**config.mk**
```make
export PLATFORM = sky130hd
export DESIGN_NAME = calc_output_stage
export DESIGN_NICKNAME = d
export VERILOG_FILES = /design/src/rtl/calc3_pkg.sv /design/src/rtl/calc_out_fifo.sv /design/src/rtl/calc_output_stage.sv
export SDC_FILE = /design/constraint.sdc
export NUM_CORES = 1
export LEC_CHECK = 0
export ABC_AREA = 1
export BUFFER_PORTS_ARGS = -buffer_cell sky130_fd_sc_hd__buf_4
export CORE_MARGIN = 8
export CORE_UTILIZATION = 30
export CTS_CLUSTER_DIAMETER = 30
export DETAILED_ROUTE_END_ITERATION = 6
export GPL_TIMING_DRIVEN = 0
export SLEW_MARGIN = 40
export SYNTH_ARGS = -nofsm -noshare
export SYNTH_HDL_FRONTEND = slang
export SYNTH_SLANG_ARGS = --single-unit
```
**constraint.sdc**
```tcl
create_clock -name c_clk -period 2 [get_ports c_clk]
set_clock_uncertainty 0.05 [all_clocks]
set_input_delay 0.4 -clock c_clk [delete_from_list [all_inputs] [get_ports c_clk]]
set_output_delay 0.4 -clock c_clk [all_outputs]
set_load 0.01 [all_outputs]
```
**src/rtl/calc3_pkg.sv**
```systemverilog
// calc3_pkg: shared encodings for the calc3 result-retirement stage.
//   - cmd_e        : ALU command codes that produce a response
//   - resp_e       : per-port response codes
//   - resp_entry_t : response-entry layout {resp, tag, data}; the field widths
//                    here are the default configuration, and the stage uses a
//                    parametrised struct with the same field order
//   - is_arith / is_branch : command classification helpers
package calc3_pkg;

  typedef enum logic [3:0] {
    CMD_ADD = 4'b0001,
    CMD_SUB = 4'b0010,
    CMD_BZ  = 4'b1100,
    CMD_BEQ = 4'b1101
  } cmd_e;

  typedef enum logic [1:0] {
    RESP_NONE = 2'b00,
    RESP_OK   = 2'b01,
    RESP_OVFL = 2'b10,
    RESP_SKIP = 2'b11
  } resp_e;

  localparam int unsigned DEF_TAG_BITS = 2;
  localparam int unsigned DEF_DATA_W   = 32;

  typedef struct packed {
    resp_e                   resp;
    logic [DEF_TAG_BITS-1:0] tag;
    logic [DEF_DATA_W-1:0]   data;
  } resp_entry_t;

  function automatic logic is_arith(input logic [3:0] cmd);
    return (cmd == CMD_ADD) || (cmd == CMD_SUB);
  endfunction

  function automatic logic is_branch(input logic [3:0] cmd);
    return (cmd == CMD_BZ) || (cmd == CMD_BEQ);
  endfunction

endpackage

```
**src/rtl/calc_out_fifo.sv**
```systemverilog
// calc_out_fifo: synchronous response FIFO for one requester port.
//   c_clk     : clock, state updates on the falling edge
//   reset     : asynchronous, active-high; empties the FIFO
//   push      : write push_data (ignored when full)
//   push_data : entry to enqueue
//   pop       : drop the head entry (ignored when empty)
//   full      : occupancy == DEPTH (independent of a same-cycle pop)
//   valid     : FIFO holds at least one entry
//   head      : oldest entry, all zeros while empty
module calc_out_fifo #(
  parameter  int unsigned WIDTH = 36,
  parameter  int unsigned DEPTH = 2,
  localparam int unsigned AW    = $clog2(DEPTH)
) (
  input  logic             c_clk,
  input  logic             reset,
  input  logic             push,
  input  logic [WIDTH-1:0] push_data,
  input  logic             pop,
  output logic             full,
  output logic             valid,
  output logic [WIDTH-1:0] head
);

  logic [WIDTH-1:0] mem_q [DEPTH];
  logic [AW-1:0]    wr_ptr_q, wr_ptr_d;
  logic [AW-1:0]    rd_ptr_q, rd_ptr_d;
  logic [AW:0]      count_q, count_d;
  logic             do_push, do_pop;

  assign full    = (count_q == (AW+1)'(DEPTH));
  assign valid   = (count_q != '0);
  assign do_push = push && !full;
  assign do_pop  = pop && valid;
  assign head    = valid ? mem_q[rd_ptr_q] : '0;

  // Pointers wrap naturally because DEPTH is a power of two.
  always_comb begin
    wr_ptr_d = wr_ptr_q;
    rd_ptr_d = rd_ptr_q;
    count_d  = count_q;
    if (do_push) wr_ptr_d = wr_ptr_q + AW'(1);
    if (do_pop)  rd_ptr_d = rd_ptr_q + AW'(1);
    case ({do_push, do_pop})
      2'b10:   count_d = count_q + (AW+1)'(1);
      2'b01:   count_d = count_q - (AW+1)'(1);
      default: count_d = count_q;
    endcase
  end

  always_ff @(negedge c_clk or posedge reset) begin
    if (reset) begin
      wr_ptr_q <= '0;
      rd_ptr_q <= '0;
      count_q  <= '0;
    end else begin
      wr_ptr_q <= wr_ptr_d;
      rd_ptr_q <= rd_ptr_d;
      count_q  <= count_d;
    end
  end

  // Storage needs no reset: head is masked while the FIFO is empty.
  always_ff @(negedge c_clk) begin
    if (do_push) mem_q[wr_ptr_q] <= push_data;
  end

endmodule

```
**src/rtl/calc_output_stage.sv**
```systemverilog
// calc_output_stage: retires one completed calc3 ALU command per cycle.
// Classifies add/sub, branch, skipped and invalid commands, updates the
// branch-condition table, issues the register-file write and queues the
// response into the per-port FIFO selected by the upper tag bits.
// Ports (vectors are [0:N-1], index 0 = MSB):
//   c_clk, reset            : falling-edge clock, async active-high reset
//   in_valid/in_ready       : command handshake; ready = target FIFO not full
//   in_cmd, in_tag          : command code, {port, tag}
//   in_result               : {carry/borrow, result}
//   in_result_reg           : {write enable, register address}
//   in_follow_branch        : {dependent flag, governing branch tag}
//   write_valid/adr/data    : registered register-file write
//   branch_data             : branch table, entry t at index t
//   out_valid/out_ack       : per-port response handshake
//   out_resp/out_tag/out_data : per-port FIFO head, port p at slice p*W
// Optional: `define CALC_OUT_OVFL_CNT_EN adds ovfl_count, a saturating
// count of accepted overflow responses.
module calc_output_stage
  import calc3_pkg::*;
#(
  parameter  int unsigned NUM_PORTS  = 4,
  parameter  int unsigned TAG_BITS   = 2,
  parameter  int unsigned DATA_W     = 32,
  parameter  int unsigned REG_ADR_W  = 4,
  parameter  int unsigned FIFO_DEPTH = 2,
  localparam int unsigned PORT_BITS  = $clog2(NUM_PORTS),
  localparam int unsigned FT         = PORT_BITS + TAG_BITS,
  localparam int unsigned NUM_TAGS   = 1 << FT
) (
  input  logic                          c_clk,
  input  logic                          reset,
  input  logic                          in_valid,
  output logic                          in_ready,
  input  logic [0:3]                    in_cmd,
  input  logic [0:FT-1]                 in_tag,
  input  logic [0:DATA_W]               in_result,
  input  logic [0:REG_ADR_W]            in_result_reg,
  input  logic [0:FT]                   in_follow_branch,
  output logic                          write_valid,
  output logic [0:REG_ADR_W-1]          write_adr,
  output logic [0:DATA_W-1]             write_data,
  output logic [0:NUM_TAGS-1]           branch_data,
  output logic [0:NUM_PORTS-1]          out_valid,
  input  logic [0:NUM_PORTS-1]          out_ack,
  output logic [0:2*NUM_PORTS-1]        out_resp,
  output logic [0:TAG_BITS*NUM_PORTS-1] out_tag,
  output logic [0:DATA_W*NUM_PORTS-1]   out_data
`ifdef CALC_OUT_OVFL_CNT_EN
  ,
  output logic [0:7]                    ovfl_count
`endif
);

  typedef struct packed {
    resp_e               resp;
    logic [TAG_BITS-1:0] tag;
    logic [DATA_W-1:0]   data;
  } entry_t;

  localparam int unsigned EW = $bits(entry_t);

  logic [PORT_BITS-1:0] port_sel;
  logic [FT-1:0]        tag_idx, follow_idx;
  logic [DATA_W-1:0]    result;
  logic                 carry, skip, taken, accept, cmd_arith, cmd_branch;
  logic [NUM_PORTS-1:0] fifo_full, fifo_valid;
  logic [EW-1:0]        head_raw [NUM_PORTS];
  entry_t               push_entry;
  logic                 push_en;

  logic [0:NUM_TAGS-1]  table_q, table_d;
  logic                 write_valid_q, write_valid_d;
  logic [REG_ADR_W-1:0] write_adr_q, write_adr_d;
  logic [DATA_W-1:0]    write_data_q, write_data_d;

  assign port_sel   = in_tag[0 +: PORT_BITS];
  assign tag_idx    = in_tag;
  assign follow_idx = in_follow_branch[1 +: FT];
  assign result     = in_result[1 +: DATA_W];
  assign carry      = in_result[0];
  assign cmd_arith  = is_arith(in_cmd);
  assign cmd_branch = is_branch(in_cmd);
  assign skip       = in_follow_branch[0] && table_q[follow_idx];
  assign taken      = (result == '0);
  assign in_ready   = !fifo_full[port_sel];
  assign accept     = in_valid && in_ready;

  always_comb begin
    push_en       = 1'b0;
    push_entry    = '0;
    table_d       = table_q;
    write_valid_d = 1'b0;
    write_adr_d   = '0;
    write_data_d  = '0;
    if (accept && (cmd_arith || cmd_branch)) begin
      push_en        = 1'b1;
      push_entry.tag = in_tag[PORT_BITS +: TAG_BITS];
      if (skip) begin
        push_entry.resp = RESP_SKIP;
      end else if (cmd_arith) begin
        if (carry) begin
          push_entry.resp = RESP_OVFL;
        end else begin
          push_entry.resp = RESP_OK;
          if (in_result_reg[0]) begin
            write_valid_d = 1'b1;
            write_adr_d   = in_result_reg[1 +: REG_ADR_W];
            write_data_d  = result;
          end
        end
      end else begin
        push_entry.resp = RESP_OK;
        push_entry.data = DATA_W'(taken);
        table_d[tag_idx] = taken;
      end
    end
  end

  always_ff @(negedge c_clk or posedge reset) begin
    if (reset) begin
      table_q       <= '0;
      write_valid_q <= 1'b0;
      write_adr_q   <= '0;
      write_data_q  <= '0;
    end else begin
      table_q       <= table_d;
      write_valid_q <= write_valid_d;
      write_adr_q   <= write_adr_d;
      write_data_q  <= write_data_d;
    end
  end

  assign branch_data = table_q;
  assign write_valid = write_valid_q;
  assign write_adr   = write_adr_q;
  assign write_data  = write_data_q;

  for (genvar p = 0; p < NUM_PORTS; p++) begin : g_port
    entry_t head;

    calc_out_fifo #(
      .WIDTH (EW),
      .DEPTH (FIFO_DEPTH)
    ) u_fifo (
      .c_clk     (c_clk),
      .reset     (reset),
      .push      (push_en && (port_sel == PORT_BITS'(p))),
      .push_data (push_entry),
      .pop       (out_ack[p]),
      .full      (fifo_full[p]),
      .valid     (fifo_valid[p]),
      .head      (head_raw[p])
    );

    assign head                            = entry_t'(head_raw[p]);
    assign out_valid[p]                    = fifo_valid[p];
    assign out_resp[p*2 +: 2]              = head.resp;
    assign out_tag[p*TAG_BITS +: TAG_BITS] = head.tag;
    assign out_data[p*DATA_W +: DATA_W]    = head.data;
  end

`ifdef CALC_OUT_OVFL_CNT_EN
  logic [7:0] ovfl_q, ovfl_d;

  always_comb begin
    ovfl_d = ovfl_q;
    if (accept && cmd_arith && !skip && carry && (ovfl_q != 8'hFF))
      ovfl_d = ovfl_q + 8'd1;
  end

  always_ff @(negedge c_clk or posedge reset) begin
    if (reset) ovfl_q <= '0;
    else       ovfl_q <= ovfl_d;
  end

  assign ovfl_count = ovfl_q;
`endif

endmodule

```
**Word level (Yosys, flattened, before mapping)**

Memories as Yosys holds them, arrays and structs flattened.
Index checks and enable logic that the tools add are counted.

- Memories: 4
- Bits of input ports: 58
- Output and inout bits: 202
- RAM bits: 288
- Logic and storage cells: 144
- Register bits after elaboration: 69

Memories:

| memory | depth | bits a word | rd ports | clocked after memory_dff | wr ports | RTL line | source |
|---|---|---|---|---|---|---|---|
| g_port[0].u_fifo.mem_q | 2 | 36 | 1 | 0 | 1 | calc_out_fifo.sv:25 | `logic [WIDTH-1:0] mem_q [DEPTH];` |
| g_port[1].u_fifo.mem_q | 2 | 36 | 1 | 0 | 1 | calc_out_fifo.sv:25 |  |
| g_port[2].u_fifo.mem_q | 2 | 36 | 1 | 0 | 1 | calc_out_fifo.sv:25 |  |
| g_port[3].u_fifo.mem_q | 2 | 36 | 1 | 0 | 1 | calc_out_fifo.sv:25 |  |

- $add $sub $neg: 16
- Reduce and logical (&&, ||, !) cells: 35
- $lt $le $gt $ge: 4
- Eq/ne operators: 19
- Muxes and demuxes: 46
- Bitwise gates (word level): 4

Operators with widths:

| kind | count |
|---|---|
| $mux W36 | 5 |
| $mux W32 | 5 |
| $logic_not A32 Y1 | 1 |
| $eq A2 B2 Y1 const B | 10 |
| $mux W1 | 20 |
| $mux W4 | 5 |
| $bwmux W16 | 1 |
| $logic_and A1 B1 Y1 | 16 |
| $pmux W2 S2 | 4 |
| $reduce_bool A2 Y1 | 8 |
| $eq A2 B1 Y1 const B | 5 |
| $ge A5 B5 Y1 const B | 2 |
| $not A4 Y5 | 2 |
| $add A1 B1 Y1 const B | 8 |
| $add A2 B1 Y2 const B | 4 |
| $eq A4 B4 Y1 const B | 2 |
| $sub A2 B1 Y2 const B | 4 |
| $mux W2 | 3 |
| $logic_not A1 Y1 | 5 |
| $lt A5 B1 Y1 const B | 1 |
| $bmux W1 S4 | 1 |
| $demux W1 S4 | 1 |
| $eq A4 B1 Y1 const B | 1 |
| $eq A4 B2 Y1 const B | 1 |
| other kinds (6) | 9 |

**Depth between registers and ports, before layout**

Gate-level depths: netlist of run 1.

- Depth in word-level cells: 11
- Depth in mapped cells: 13
- Gate-level depth less buffers: 12

**Modules after synthesis**

Synthesis of run 1 repeated with hierarchy kept, for this count alone.

- Cell total of the unflattened synthesis: 1229
- Area total of the unflattened synthesis: 14556.5 sq um

Modules (own cells, without submodules):

| module | area each (sq um) | cells each | seq. area each (sq um) | instances |
|---|---|---|---|---|
| calc_out_fifo | 2951.6 | 226 | 2262.2 | 4 |
| calc_output_stage | 2750.1 | 325 | 1326.3 | 1 |

==> results of run 1 <==
cell families (layout without fill, tap and decap cells):
logic type / Yosys count / count (layout) / share of synthesized area [%]
AND/OR/NAND/NOR: 256 / 257 / 19.3
buffers and inverters: 226 / 498 / 23.5
other: 1 / 124 / 0.0655
XOR/XNOR: 16 / 16 / 2.45
AO/OA/AOI/OAI: 31 / 31 / 2.77
flip-flops: 109 / 109 / 51.1
adder cells (fa/ha/maj): 4 / 4 / 0.874
per-stage QoR:
stage	total power, mW	hold slack [ns]	utilization [%]	cell area [um2]	setup TNS [ns]
global placement	5.29	0.378	42.9	8020	-229.44
floorplan	4.57	0.360	-	6730	-107.12
finish	8.47	0.435	54.3	10200	-121.73
CTS	8.33	0.433	52.8	9870	-128.38
detailed placement	5.34	0.401	43.4	8120	-179.15
global route	9.00	0.460	54.3	10200	-134.51
sequential cells by signal, indices dropped and copies added, names as in the netlist:
register / count
write_valid: 1
g_port.u_fifo.count_q: 8
write_data: 32
g_port.u_fifo.wr_ptr_q: 4
g_port.u_fifo.mem_q: 40
branch_data: 16
write_adr: 4
g_port.u_fifo.rd_ptr_q: 4
area by class of cell:
cell class	instances	share of cell area, %
clock inverters	46	2.24
repair buffers	221	20.9
plain buffers	139	11.1
multi-input cells	432	27.9
inverters	82	3.69
clock buffers	10	2.46
flip-flops and latches	109	28.8
well taps	234	2.88
report_power, final:
group / internal (mW) / total (mW) / switching (mW)
logic: 1.87 / 3.57 / 1.71
clock network: 1.09 / 2.20 / 1.11
registers: 2.53 / 2.70 / 0.164
total: 5.49 / 8.47 / 2.98
synth_stat cells:
master	number
a31oi_1	1
conb_1	1
buf_4	129
edfxtp_1	40
ha_1	4
inv_2	4
nand3b_1	2
nor3_2	1
and3_1	1
a21boi_1	1
nor3b_1	1
xor2_1	11
a21oi_1	25
nor2_4	1
inv_1	79
nand2_2	2
xnor2_1	5
dfrtn_1	69
clkbuf_1	5
nand3_4	1
nand2_1	108
buf_2	9
nand3_1	29
nor3_1	1
o21ai_0	4
nand4_1	24
nor2_1	85
how the worst max path moves through the flow:
stage          cells after the start  slack, ns                                    start                                       to
2_1_floorplan                     12      -0.97                                in_tag[1]  g_port[3].u_fifo.count_q[1]$_DFFE_NP0P_
3_3_place_gp                       8      -1.59                                in_cmd[2]  g_port[0].u_fifo.mem_q[0][34]$_DFFE_NP_
3_5_place_dp                      13      -1.43                                in_cmd[2]  g_port[3].u_fifo.count_q[1]$_DFFE_NP0P_
4_1_cts                            5      -0.84  g_port[0].u_fifo.count_q[0]$_DFFE_NP0P_                                 in_ready
5_1_grt                            5      -0.88  g_port[1].u_fifo.count_q[1]$_DFFE_NP0P_                             out_data[63]
6_report                           5      -0.82  g_port[0].u_fifo.count_q[1]$_DFFE_NP0P_                               out_tag[1]
worst reg2reg max path: stages, from the launching register on:
cell and delay (ns):
dfrtn_1 0.45, nor2_1 0.05, nand2_1 0.06, nand2_2 0.06, nor3_4 0.21, buf_6 0.14
nand2_8 0.07, inv_12 0.10, buf_12 0.11, nand2_8 0.05, ha_4 0.22, a21oi_2 0.09
o21ai_1 0.08, xor2_1 0.14
metal layers:
metal  vias to the layer above  track usage (%)  share of wire [%]
li1                       2556                -                  -
met1                      2240             14.5                 34
met2                       167             25.6                 54
met3                        12             7.27                 11
met4                         0             3.50                1.1
met5                         -                0                  0
repair_timing:
action,CTS,global route
hold endpoints to repair,0,0
buffers inserted,81,11
cloned,5,0
resized for setup,162,93
endpoints found under the setup margin,223,223
pin swaps,30,21
==> reports/qor.csv, run 1 <==
stage,metric,value,unit
status,outcome,"finished, violations left",
status,failing checks,negative setup slack,
job,maxcap violations,0,
synth,"Seq/Total Area, Yosys",51.1,%
place,pre-CTS WS,-1.43,ns
pwr,Leak Pwr,5.21,nW
worst_hold_path,WHS Path Cells,2,
clocking,clock buffer count from CTS,9,
worst_hold_path,Hold Crit Class,reg2reg,
synth,Yosys top cell area share,30.1,%
critical_path,Worst Path Max Fanout,6,
critical_path,R2R Path End,g_port[1].u_fifo.count_q[1]$_DFFE_NP0P_,
synth,Area contributors post-synth,"dfrtn_1 (30%), edfxtp_1 (21%), buf_4 (17%)",
clocking,Worst-path clk slew,0.06,ns
final_layout,layout cell share with drive strength beyond 1,53.4,%
grt,GRT Overall Usage,14.3,%
route,routed vias/inst,3.91,
final_layout,n_diodes,0,
clocking,Clock Tree Buf Depth,2,
die,total die area,23800,um2
critical_path,critical path capture point type,primary output,
place,port buffer count,134,
critical_path,slowest library cell on the worst path,dfrtn_1,
grt,largest net degree at the start of global routing,24,
route,Remaining DRCs,0,
critical_path,crit path kind,reg2out,
critical_path,Worst R2R Path Depth,13,
final_layout,nets,1096,
route,routed length per instance,13.5,um
worst_hold_path,worst hold path startpoint,branch_data[13]$_DFFE_NP0P_,
critical_path,reg2reg start,g_port[0].u_fifo.count_q[0]$_DFFE_NP0P_,
place,Post-DP HPWL,12.6,mm
grt,initial antenna violation count,0,
final_layout,area of the multi-input gates,2830,um2
final_layout,"commonest non-fill, non-tap cell in the layout",buf_4,
pwr,peak supply drop,0.781,mV
final_layout,Finished Layout Cells,1273,
critical_path,CP cell instances,buf_6 > nor2_4 > buf_4 > a21oi_2 > buf_4,
route,Initial DRC Count,137,
final_layout,most frequent cells in the layout,"buf_4 (252), conb_1 (124), inv_1 (106)",
timing,setup violators final,223,
synth,number of synthesized register bits,109,
clocking,clk_lat worst skew,0.35,ns
critical_path,most frequent CP cell,buf_4,
die,Initial Utilization,30.6,%
final_layout,fillers,1663,
final_layout,Synth-to-Final Area Change,77.4,%
timing,final hold vios,0,
die,Core ar.,18700,um2
die,row cnt,50,
clocking,Clock Sinks,109,
die,Chip Height,154,um
die,Die Wd,154,um
clocking,H-tree Lvls,3,
grt,first-pass GRT wire length,26.9,mm
place,RePlAce Congestion,0.813,
clocking,hold buffer count at cts,0,
critical_path,Required @ worst endpoint,1.55,ns
synth,Cells after Synth,643,
synth,Mean Syn Cell Area,8.91,um2
worst_hold_path,WHS Endpoint,branch_data[13]$_DFFE_NP0P_,
timing,RSZ-0062 raised after global routing,yes,
synth,Netlist Area Pre-Place,5730,um2
clocking,Root Buffer,clkbuf_16,
timing,final worst setup slack,-0.815,ns
grt,number of global-route vias before repair,5132,
route,vias after detailed routing,4975,
critical_path,CP arrival,2.37,ns
pwr,Pwr Density,833,nW/um2
synth,Synth cell types,27,
route,Final ANT Viol Nets,0,
final_layout,register area,2930,um2
die,I/O Pins,260,
critical_path,worst path bufs/invs,3,
timing,fin. max-slew vios,0,
place,placed cells,1137,
clocking,CTS tree,built,
route,drt pass-1 iters,4,
synth,synth warn,0,
synth,top cell type by total area after synthesis,dfrtn_1,
critical_path,Reg2Reg Setup Slack,-0.05,ns
critical_path,Startpoint Class,register,
critical_path,slowest cell delay on critical path,0.37,ns
route,Routed WL,17.2,mm
critical_path,Worst path top cell family by delay,buffers and inverters,
grt,GRT Residual Overflow,0,
(Power assumes the default switching activity.)
==> run 2, diff against run 1 <==
==> constraint.sdc (replaced) <==
create_clock -name c_clk -period 2 [get_ports c_clk]
set_clock_uncertainty 0.05 [all_clocks]
set_input_delay 0.2 -clock c_clk [delete_from_list [all_inputs] [get_ports c_clk]]
set_output_delay 0.2 -clock c_clk [all_outputs]
set_load 0.01 [all_outputs]
==> run 2 against run 1 <==
The run still ends with negative setup slack left. Via count up 1.1%. Final cell count is 0.31% higher. Critical path depth down 2. Sequential cell count unchanged. Count of clock-buffer cells in the layout stayed put. Non-clock buffer count rose by 4. Die area is the same. Critical endpoint is now in_ready. Utilization is 0.84 points lower.
==> reports/qor.csv, run 2 (synthesis results as in run 1) <==
stage,metric,value,unit,change
place,Post-DP HPWL,12.6,mm,+0.42%
route,Remaining DRCs,0,,unchanged
die,Chip Height,154,um,unchanged
final_layout,most frequent cells in the layout,"buf_4 (265), conb_1 (124), inv_1 (109)",,
timing,setup violators final,223,,unchanged
place,pre-CTS WS,-1.31,ns,+0.119 ns
status,outcome,"finished, violations left",,
timing,RSZ-0062 raised after global routing,yes,,
route,drt pass-1 iters,4,,unchanged
clocking,clk_lat worst skew,0.35,ns,about the same
job,maxcap violations,0,,unchanged
die,Initial Utilization,30.6,%,unchanged
clocking,Clock Tree Buf Depth,2,,unchanged
grt,initial antenna violation count,0,,unchanged
final_layout,Synth-to-Final Area Change,74.7,%,
grt,first-pass GRT wire length,27.4,mm,+1.8%
pwr,peak supply drop,0.423,mV,-46%
place,port buffer count,134,,unchanged
clocking,Worst-path clk slew,0.05,ns,about the same
worst_hold_path,Hold Crit Class,reg2reg,,
place,RePlAce Congestion,0.789,,-3.0%
route,Initial DRC Count,161,,+18%
critical_path,critical path capture point type,primary output,,
die,Core ar.,18700,um2,unchanged
critical_path,Worst Path Max Fanout,3,,-3
final_layout,number of flip-flops under the largest register name,40,,unchanged
die,row cnt,50,,unchanged
route,routed length per instance,13.7,um,+1.5%
final_layout,"Most flops, register",g_port.u_fifo.mem_q,,
final_layout,nets,1100,,+0.36%
final_layout,"commonest non-fill, non-tap cell in the layout",buf_4,,
route,Routed WL,17.5,mm,+1.8%
clocking,H-tree Lvls,3,,unchanged
pwr,Pwr Density,812,nW/um2,-2.6%
final_layout,fillers,1732,,+4.1%
final_layout,layout cell share with drive strength beyond 1,50.3,%,-3.1 points
critical_path,CP arrival,2.38,ns,about the same
clocking,clock buffer count from CTS,9,,unchanged
clocking,Root Buffer,clkbuf_16,,
final_layout,n_diodes,0,,unchanged
pwr,overall power,8.12,mW,-4.1%
critical_path,crit path kind,reg2out,,
timing,final worst setup slack,-0.632,ns,+0.183 ns
grt,GRT Residual Overflow,0,,unchanged
route,Final ANT Viol Nets,0,,unchanged
timing,Hold WS,0.412,ns,-0.0232 ns
die,I/O Pins,260,,unchanged
timing,final hold vios,0,,unchanged
clocking,Clock Sinks,109,,unchanged
die,Die Wd,154,um,unchanged
pwr,Leak Pwr,5.23,nW,+0.33%
clocking,CTS tree,built,,
grt,GRT Overall Usage,14.4,%,+0.17 points
grt,largest net degree at the start of global routing,26,,+8.3%
clocking,hold buffer count at cts,0,,unchanged
timing,fin. max-slew vios,0,,unchanged
route,routed vias/inst,3.94,,+0.81%
status,failing checks,negative setup slack,,
route,vias after detailed routing,5031,,+1.1%
critical_path,Required @ worst endpoint,1.75,ns,+0.20 ns
place,placed cells,1137,,unchanged
grt,number of global-route vias before repair,5272,,+2.7%
critical_path,Startpoint Class,register,,
die,total die area,23800,um2,unchanged
final_layout,Finished Layout Cells,1277,,+0.31%
[run 2: worst paths after layout]
kind,to,from,cells past startpoint,slack [ns]
setup / recovery,in_ready,g_port[3].u_fifo.count_q[0]$_DFFE_NP0P_,3,-0.63
hold / removal,g_port[2].u_fifo.count_q[1]$_DFFE_NP0P_,g_port[2].u_fifo.count_q[1]$_DFFE_NP0P_,1,0.41
setup reg to reg,g_port[2].u_fifo.mem_q[0][0]$_DFFE_NP_,g_port[3].u_fifo.count_q[0]$_DFFE_NP0P_,8,-0.03
hold reg to reg,g_port[2].u_fifo.count_q[1]$_DFFE_NP0P_,g_port[2].u_fifo.count_q[1]$_DFFE_NP0P_,1,0.41
max in group asynchronous,write_data[11]$_DFF_NP0_,reset,4,0.80
min in group asynchronous,write_data[26]$_DFF_NP0_,reset,3,0.69
[run 2: final cells by class]
class                           count  area [um2]  area share, %
Sequential cell                   109        2930           29.3
Multi-Input combinational cell    432        2710           27.1
Timing Repair Buffer              225        2130           21.3
Buffer                            139        1120           11.2
Inverter                           82         365           3.65
Tap cell                          234         293           2.93
Clock inverter                     46         234           2.34
Clock buffer                       10         229           2.29
[run 2: what timing repair did]
action,CTS,global route
pin swaps,32,22
resized for setup,191,48
hold endpoints to repair,0,0
gates cloned,5,0
buffers inserted,76,17
setup endpoints to repair,223,223
[run 2: critical path, stage by stage (launching register included)]
cell	delay, ns
dfrtn_1	0.53
nor3_4	0.08
nor3_4	0.27
buf_6	0.15
[run 2: through the flow]
| step | setup TNS [ns] | utilization (%) | cell area [um2] |
|---|---|---|---|
| 4_1_cts | -77.66 | 52.6 | 9830 |
| 6_report | -74.67 | 53.5 | 10000 |
| 3_5_place_dp | -147.00 | 42.6 | 7970 |
| 3_3_place_gp | -182.92 | 42.3 | 7910 |
| 5_1_grt | -85.85 | 53.5 | 10000 |
| 2_1_floorplan | -66.15 | - | 6610 |
[run 2: metal layers]
layer | global-route usage (%) | wire length, um | up-vias
li1 | - | - | 2550
met1 | 14.8 | 6250 | 2280
met2 | 25.7 | 9000 | 187
met3 | 6.80 | 2000 | 14
met4 | 4.48 | 227 | 0
met5 | 0 | 0 | -
[run 2: power by group]
group | internal, mW | switching, mW | total (mW) | leakage, nW
sequential | 2.53 | 0.169 | 2.70 | 1.31
combinational | 1.67 | 1.59 | 3.26 | 3.55
clock | 1.11 | 1.05 | 2.16 | 0.365
